`src/rtl/cordic_pkg.sv`:
```
// ---------------------------------------------------------------------------
// cordic_pkg
// Shared definitions for the CORDIC sequencing controller: FSM state
// encoding, bit positions inside the 2-bit mode word, and the hyperbolic
// micro-rotation indices that must be executed twice for convergence.
// ---------------------------------------------------------------------------
package cordic_pkg;

   typedef enum logic [2:0] {
      ST_IDLE  = 3'd0,
      ST_INIT1 = 3'd1,
      ST_INIT2 = 3'd2,
      ST_ITER1 = 3'd3,
      ST_ITER2 = 3'd4,
      ST_HOLD  = 3'd5
   } state_t;

   // mode word: bit0 = vectoring (1) / rotation (0), bit1 = hyperbolic (1) / circular (0)
   localparam int unsigned MODE_VEC_BIT = 0;
   localparam int unsigned MODE_HYP_BIT = 1;

   // hyperbolic indices repeated once each
   localparam int unsigned HYP_REP_A = 4;
   localparam int unsigned HYP_REP_B = 13;

endpackage

```
`src/rtl/cordic_iter_cnt.sv`:
```
// ---------------------------------------------------------------------------
// cordic_iter_cnt
// Micro-rotation index counter. Owns the shift / atan-LUT index, the
// hyperbolic repeat flag and detection of the final step.
// Ports:
//   clk_i, rst_ni   clock, asynchronous active-low reset
//   load_i          load start index (0 circular, 1 hyperbolic), clear repeat
//   adv_i           advance to the next step
//   hyp_i           hyperbolic sequence select
//   iter_o          current index
//   last_o          current index is the final step of the sequence
// ---------------------------------------------------------------------------
module cordic_iter_cnt
   import cordic_pkg::*;
#(
   parameter  int unsigned N_ITER = 16,
   localparam int unsigned CNT_W  = $clog2(N_ITER + 1)
) (
   input  logic             clk_i,
   input  logic             rst_ni,
   input  logic             load_i,
   input  logic             adv_i,
   input  logic             hyp_i,
   output logic [CNT_W-1:0] iter_o,
   output logic             last_o
);

   logic [CNT_W-1:0] r_iter;
   logic             r_rep;
   logic [31:0]      w_iter32;
   logic             w_is_rep_idx;
   logic             w_rep_pending;

   // compare at full width so the index 13 cannot alias into a narrow counter
   assign w_iter32      = 32'(r_iter);
   assign w_is_rep_idx  = hyp_i && ((w_iter32 == HYP_REP_A) ||
                                    ((HYP_REP_B <= N_ITER) && (w_iter32 == HYP_REP_B)));
   assign w_rep_pending = w_is_rep_idx && !r_rep;

   assign last_o = hyp_i ? ((w_iter32 == N_ITER) && !w_rep_pending)
                         : (w_iter32 == (N_ITER - 1));
   assign iter_o = r_iter;

   always_ff @(posedge clk_i or negedge rst_ni) begin
      if (!rst_ni) begin
         r_iter <= '0;
         r_rep  <= 1'b0;
      end else if (load_i) begin
         r_iter <= hyp_i ? CNT_W'(1) : '0;
         r_rep  <= 1'b0;
      end else if (adv_i) begin
         if (w_rep_pending) begin
            // second pass over the same index; index held
            r_rep <= 1'b1;
         end else begin
            r_iter <= r_iter + CNT_W'(1);
            r_rep  <= 1'b0;
         end
      end
   end

endmodule

```
`src/rtl/cordic_ctrl.sv`:
```
// ---------------------------------------------------------------------------
// cordic_ctrl
// Sequencing controller for an iterative two-stage CORDIC datapath.
// Ports:
//   clk_i, rst_ni   clock, asynchronous active-low reset
//   start_i         start request (accepted only in IDLE)
//   mode_i          {hyperbolic, vectoring}, latched on accepted start
//   abort_i         synchronous cancel of the running operation
//   sign_i          datapath sign (z MSB rotation, y MSB vectoring)
//   out_ready_i     consumer takes the held result
//   ready_o         idle
//   busy_o          operation in progress
//   sel_o           datapath mux: 0 initial operands, 1 feedback
//   ena1_o, ena2_o  stage-1 / stage-2 register enables
//   iter_o          shift / atan-LUT index
//   mode_o          latched mode
//   sigma_o         rotation direction (1 = +1)
//   done_tick_o     pulse on the final stage-2 cycle
//   valid_o         result held and valid
// ---------------------------------------------------------------------------
module cordic_ctrl
   import cordic_pkg::*;
#(
   parameter  int unsigned N_ITER = 16,
   localparam int unsigned CNT_W  = $clog2(N_ITER + 1)
) (
   input  logic             clk_i,
   input  logic             rst_ni,
   input  logic             start_i,
   input  logic [1:0]       mode_i,
   input  logic             abort_i,
   input  logic             sign_i,
   input  logic             out_ready_i,
   output logic             ready_o,
   output logic             busy_o,
   output logic             sel_o,
   output logic             ena1_o,
   output logic             ena2_o,
   output logic [CNT_W-1:0] iter_o,
   output logic [1:0]       mode_o,
   output logic             sigma_o,
   output logic             done_tick_o,
   output logic             valid_o
);

   state_t     r_state;
   state_t     w_state_nxt;
   logic [1:0] r_mode;
   logic       w_accept;
   logic       w_load;
   logic       w_adv;
   logic       w_last;

   cordic_iter_cnt #(
      .N_ITER (N_ITER)
   ) u_iter_cnt (
      .clk_i  (clk_i),
      .rst_ni (rst_ni),
      .load_i (w_load),
      .adv_i  (w_adv),
      .hyp_i  (r_mode[MODE_HYP_BIT]),
      .iter_o (iter_o),
      .last_o (w_last)
   );

   always_ff @(posedge clk_i or negedge rst_ni) begin
      if (!rst_ni) begin
         r_state <= ST_IDLE;
         r_mode  <= '0;
      end else begin
         r_state <= w_state_nxt;
         if (w_accept) begin
            r_mode <= mode_i;
         end
      end
   end

   always_comb begin
      w_state_nxt = r_state;
      w_accept    = 1'b0;
      w_load      = 1'b0;
      w_adv       = 1'b0;
      ready_o     = 1'b0;
      busy_o      = 1'b0;
      sel_o       = 1'b0;
      ena1_o      = 1'b0;
      ena2_o      = 1'b0;
      done_tick_o = 1'b0;
      valid_o     = 1'b0;
      case (r_state)
         ST_IDLE: begin
            ready_o = 1'b1;
            // start coincident with abort is dropped
            if (start_i && !abort_i) begin
               w_accept    = 1'b1;
               w_state_nxt = ST_INIT1;
            end
         end
         ST_INIT1: begin
            busy_o      = 1'b1;
            ena1_o      = 1'b1;
            w_state_nxt = ST_INIT2;
         end
         ST_INIT2: begin
            busy_o      = 1'b1;
            ena2_o      = 1'b1;
            w_load      = 1'b1;
            w_state_nxt = ST_ITER1;
         end
         ST_ITER1: begin
            busy_o      = 1'b1;
            sel_o       = 1'b1;
            ena1_o      = 1'b1;
            w_state_nxt = ST_ITER2;
         end
         ST_ITER2: begin
            busy_o = 1'b1;
            sel_o  = 1'b1;
            ena2_o = 1'b1;
            if (w_last) begin
               done_tick_o = !abort_i;
               w_state_nxt = ST_HOLD;
            end else begin
               w_adv       = 1'b1;
               w_state_nxt = ST_ITER1;
            end
         end
         ST_HOLD: begin
            valid_o = 1'b1;
            sel_o   = 1'b1;
            if (out_ready_i) begin
               w_state_nxt = ST_IDLE;
            end
         end
         default: begin
            w_state_nxt = ST_IDLE;
         end
      endcase
      if (abort_i && (r_state != ST_IDLE)) begin
         w_state_nxt = ST_IDLE;
      end
   end

   assign mode_o  = r_mode;
   assign sigma_o = r_mode[MODE_VEC_BIT] ? sign_i : ~sign_i;

endmodule
```
`config.mk`:
```
export PLATFORM = sky130hd
export DESIGN_NAME = cordic_ctrl
export DESIGN_NICKNAME = d
export VERILOG_FILES = /design/src/rtl/cordic_pkg.sv /design/src/rtl/cordic_iter_cnt.sv /design/src/rtl/cordic_ctrl.sv
export SDC_FILE = /design/constraint.sdc
export NUM_CORES = 1
export LEC_CHECK = 0
export BUFFER_PORTS_ARGS = -buffer_cell sky130_fd_sc_hd__buf_2
export CORE_MARGIN = 8
export CORE_UTILIZATION = 45
export CTS_BUF_LIST = sky130_fd_sc_hd__clkbuf_4 sky130_fd_sc_hd__clkbuf_8 sky130_fd_sc_hd__clkbuf_16
export CTS_CLUSTER_DIAMETER = 40
export DETAILED_ROUTE_END_ITERATION = 16
export HOLD_SLACK_MARGIN = 0.12
export PLACE_DENSITY_LB_ADDON = 0.12
export RECOVER_POWER = 25
export REMOVE_ABC_BUFFERS = 1
export SETUP_SLACK_MARGIN = 0.4
export SLEW_MARGIN = 5
export SYNTH_ARGS = -nofsm -noshare
export SYNTH_HDL_FRONTEND = slang
export SYNTH_HIERARCHICAL = 1
export SYNTH_SLANG_ARGS = --single-unit
export TNS_END_PERCENT = 30
```
`constraint.sdc`:
```
create_clock -name clk_i -period 2.38 [get_ports clk_i]
set_input_delay 0.238 -clock clk_i [delete_from_list [all_inputs] [get_ports clk_i]]
set_output_delay 0.238 -clock clk_i [all_outputs]
set_load 0.005 [all_outputs]
```
==> reports/metrics.yaml <==
timing:
  final.setup.worst_slack_ns: 0.4682
  tightest_slew_ns: 0.6268
  period_minus_slack_ns: 1.912
  finalSetupTns_ns: 0
  fmax_mhz: 523.1
  rsz0062_at_grt: "true"
  relSlewSlack: 0.5822
  final_max_slew_viol_count: 0
  setup_violations: 0
  hold_violations: 0
  period_share: 0.8033
  fin_skew_ns: 0.003127
synth:
  synth_top_area_cell: "dfrtp_1"
  synth_area_leaders: "dfrtp_1 (35%), ha_1 (6.3%), nor2_1 (4.3%), a21oi_1 (3.8%), inv_1 (3.8%)"
  ys_seq_area_frac: 0.3481
  post_synth_num_cell_types: 33
  synth_top_flop_cell: "dfrtp_1"
  yosysTopAreaCellShare: 0.3481
  synthCells: 83
  yosys_warnings: 6
  synth-seq-cells: 11
  netlist_area_um2: 790.8
  synth_edf_count: 0
  async_flop_share: 1.000
  syn_avg_cell_area_um2: 9.527
routing:
  first_pass_iters: 4
  viasPerCell: 5.719
  drt_iter0_markers: 12
  antenna_left: 0
  drc: 0
  drt-total-wl_mm: 1.860
  wire_per_inst_um: 14.53
  vias: 732
global_routing:
  grt_first_pass_wirelength_mm: 3.008
  grt_pass1_vias: 693
  antenna_found_initial: 0
  grt_max_degree: 13
  grt_overflow: 0
  grt_usage: 0.1148
pwr:
  ir_drop_mv: 0.3820
  powerDensity_mw_per_mm2: 625.1
  p_leak_nw: 0.4571
critical_path:
  setup.worst_path.start: "u_iter_cnt/iter_o[1]"
  crit_path_max_fanout: 10
  worstSetupEndpointType: "flip-flop"
  start_kind: "flip-flop"
  critPathArrivalTime_ns: 2.04
  crit_family: "flip-flops"
  path_buf_inv: 2
  required_ns: 2.51
  cpPeakStageDelay_ns: 0.39
  path_cells: "ha_2 -> and3_4 -> ha_4 -> inv_2 -> o21ai_2 -> nor3_2 -> buf_4 -> a21boi_2 -> a311oi_2"
  worstSetupPathType: "flip-flop to flip-flop"
  worstReg2RegStart: "u_iter_cnt/iter_o[1]"
  slowest_stage: "dfrtp_1"
place:
  dp.cells: 120
  pre_cts_ws_ns: 0.2414
  io_buffers: 22
  place_congestion: 0.7899
  hpwlAfterDp_mm: 1.406
die:
  rows: 15
  start_util: 0.4681
  core_region_area_mm2: 0.001689
  ios: 23
  dieArea_mm2: 0.003355
  die_h_um: 57.92
  die_width_um: 57.92
flow_run:
  maxCapViolCount: 0
cells_and_area:
  fin_util: 0.5926
  drive_above_1_share: 0.4144
  instances_no_fill: 128
  nets: 124
  syn2layout_area_growth_pct: 26.58
  diodes: 0
cts:
  cts_tree: "yes"
  cts_buffers: 3
  cts_root_buffer: "clkbuf_4"
  clkTransAtPathRegs_ns: 0.08
  clock_sinks: 11
  htreeDepth: 1
  clock_latency_ns: 0.27
  clk_path_buf_depth: 2
min_path:
  min_from: "abort_i"
  min_path_type: "input pin to flip-flop"
run_status:
  status: "finished, final reports clean"
-- what timing repair did --
action                                 in CTS  in global routing
hold buffers                                1                  0
endpoints found under the hold margin      11                  0
setup endpoints to repair                   6                  6
resized for setup                           1                  7
setup buffers                               2                  1
pin swaps                                   1                  3
-- routing by layer --
layer	global-route usage	share of wire	up-vias
met3	0.02649	0.074	8
li1	-	-	359
met4	0.08392	0.033	0
met2	0.1975	0.46	25
met1	0.1194	0.43	340
met5	0	0	-
-- registers in the layout (all words and copies together), names as in the netlist --
| name | cells |
|---|---|
| u_iter_cnt/iter_o | 5 |
| r_state | 3 |
| mode_o | 2 |
| u_iter_cnt/r_rep | 1 |
-- cells in the mapped netlist (2+ instances only) --
library cell  instances
nand3_1               3
nor3_1                2
buf_1                 2
ha_1                  4
mux2_4                2
mux2_1                2
xnor2_1               2
a21oi_1               6
dfrtp_1              11
inv_1                 8
nand2b_1              3
nor2b_1               2
nand4_1               3
nor2_1                9
o21ai_0               4
o2111ai_1             2
nor3b_1               2
-- through the flow --
step / hold slack (ns) / cell area, um^2 / power (mW)
floorplan: -0.05759 / 770.7 / 0.3888
global placement: 0.1239 / 917.1 / 0.4697
detailed placement: 0.1276 / 917.1 / 0.4740
CTS: 0.1412 / 969.7 / 0.6252
global route: 0.1444 / 1001 / 0.6756
finish: 0.1498 / 1001 / 0.6257
-- final cells by class --
class | instances | area (um^2)
fillers | 157 | 688.2
multi-input cells | 60 | 490.5
flip-flops and latches | 11 | 275.3
repair buffers | 28 | 156.4
inverters | 8 | 30.03
clock buffers | 3 | 22.52
well taps | 17 | 21.27
clock inverters | 1 | 5.005
-- power by group --
group          total [mW]  switching [mW]  internal, mW
Combinational       0.248           0.125         0.122
Sequential          0.250          0.0371         0.213
Clock               0.128          0.0662        0.0621
-- cells by family after synthesis --
group,share of synthesized area
simple gates,0.2548
compound gates,0.1693
flops,0.3481
xor+xnor,0.02216
fa+ha+maj,0.06329
mux,0.07911
buf+inv,0.06329
-- worst register-to-register path, stage by stage (launching register included) --
cell	delay, ns
dfrtp_1	0.39
ha_2	0.21
and3_4	0.19
ha_4	0.15
inv_2	0.04
o21ai_2	0.05
nor3_2	0.20
buf_4	0.21
a21boi_2	0.22
a311oi_2	0.12
-- placed cells by master (no fill, tap or decap), types with 2 or more instances in the layout --
cell type,n
mux2_1,2
buf_2,21
nand2b_1,3
ha_2,2
nand4_1,3
nor2b_1,2
nor3_1,2
inv_1,7
nand3_1,3
clkbuf_4,3
dfrtp_1,11
nor3b_1,2
o2111ai_1,2
xnor2_1,2
a21oi_1,6
nor2_1,9
o21ai_0,3
mux2_4,2
buf_4,5
-- path summary, 6_finish.rpt --
kind	to	slack, ns	depth (start not counted)
worst max-delay path	u_iter_cnt/iter_o[2]	0.47	9
worst min-delay path	r_state[2]	0.15	2
worst max register to register	u_iter_cnt/iter_o[2]	0.47	9
worst min register to register	mode_o[0]	0.55	1
max in group asynchronous	r_state[2]	1.48	2
min in group asynchronous	u_iter_cnt/r_rep	0.49	2
Note: power is estimated with default switching activity, not from simulation.
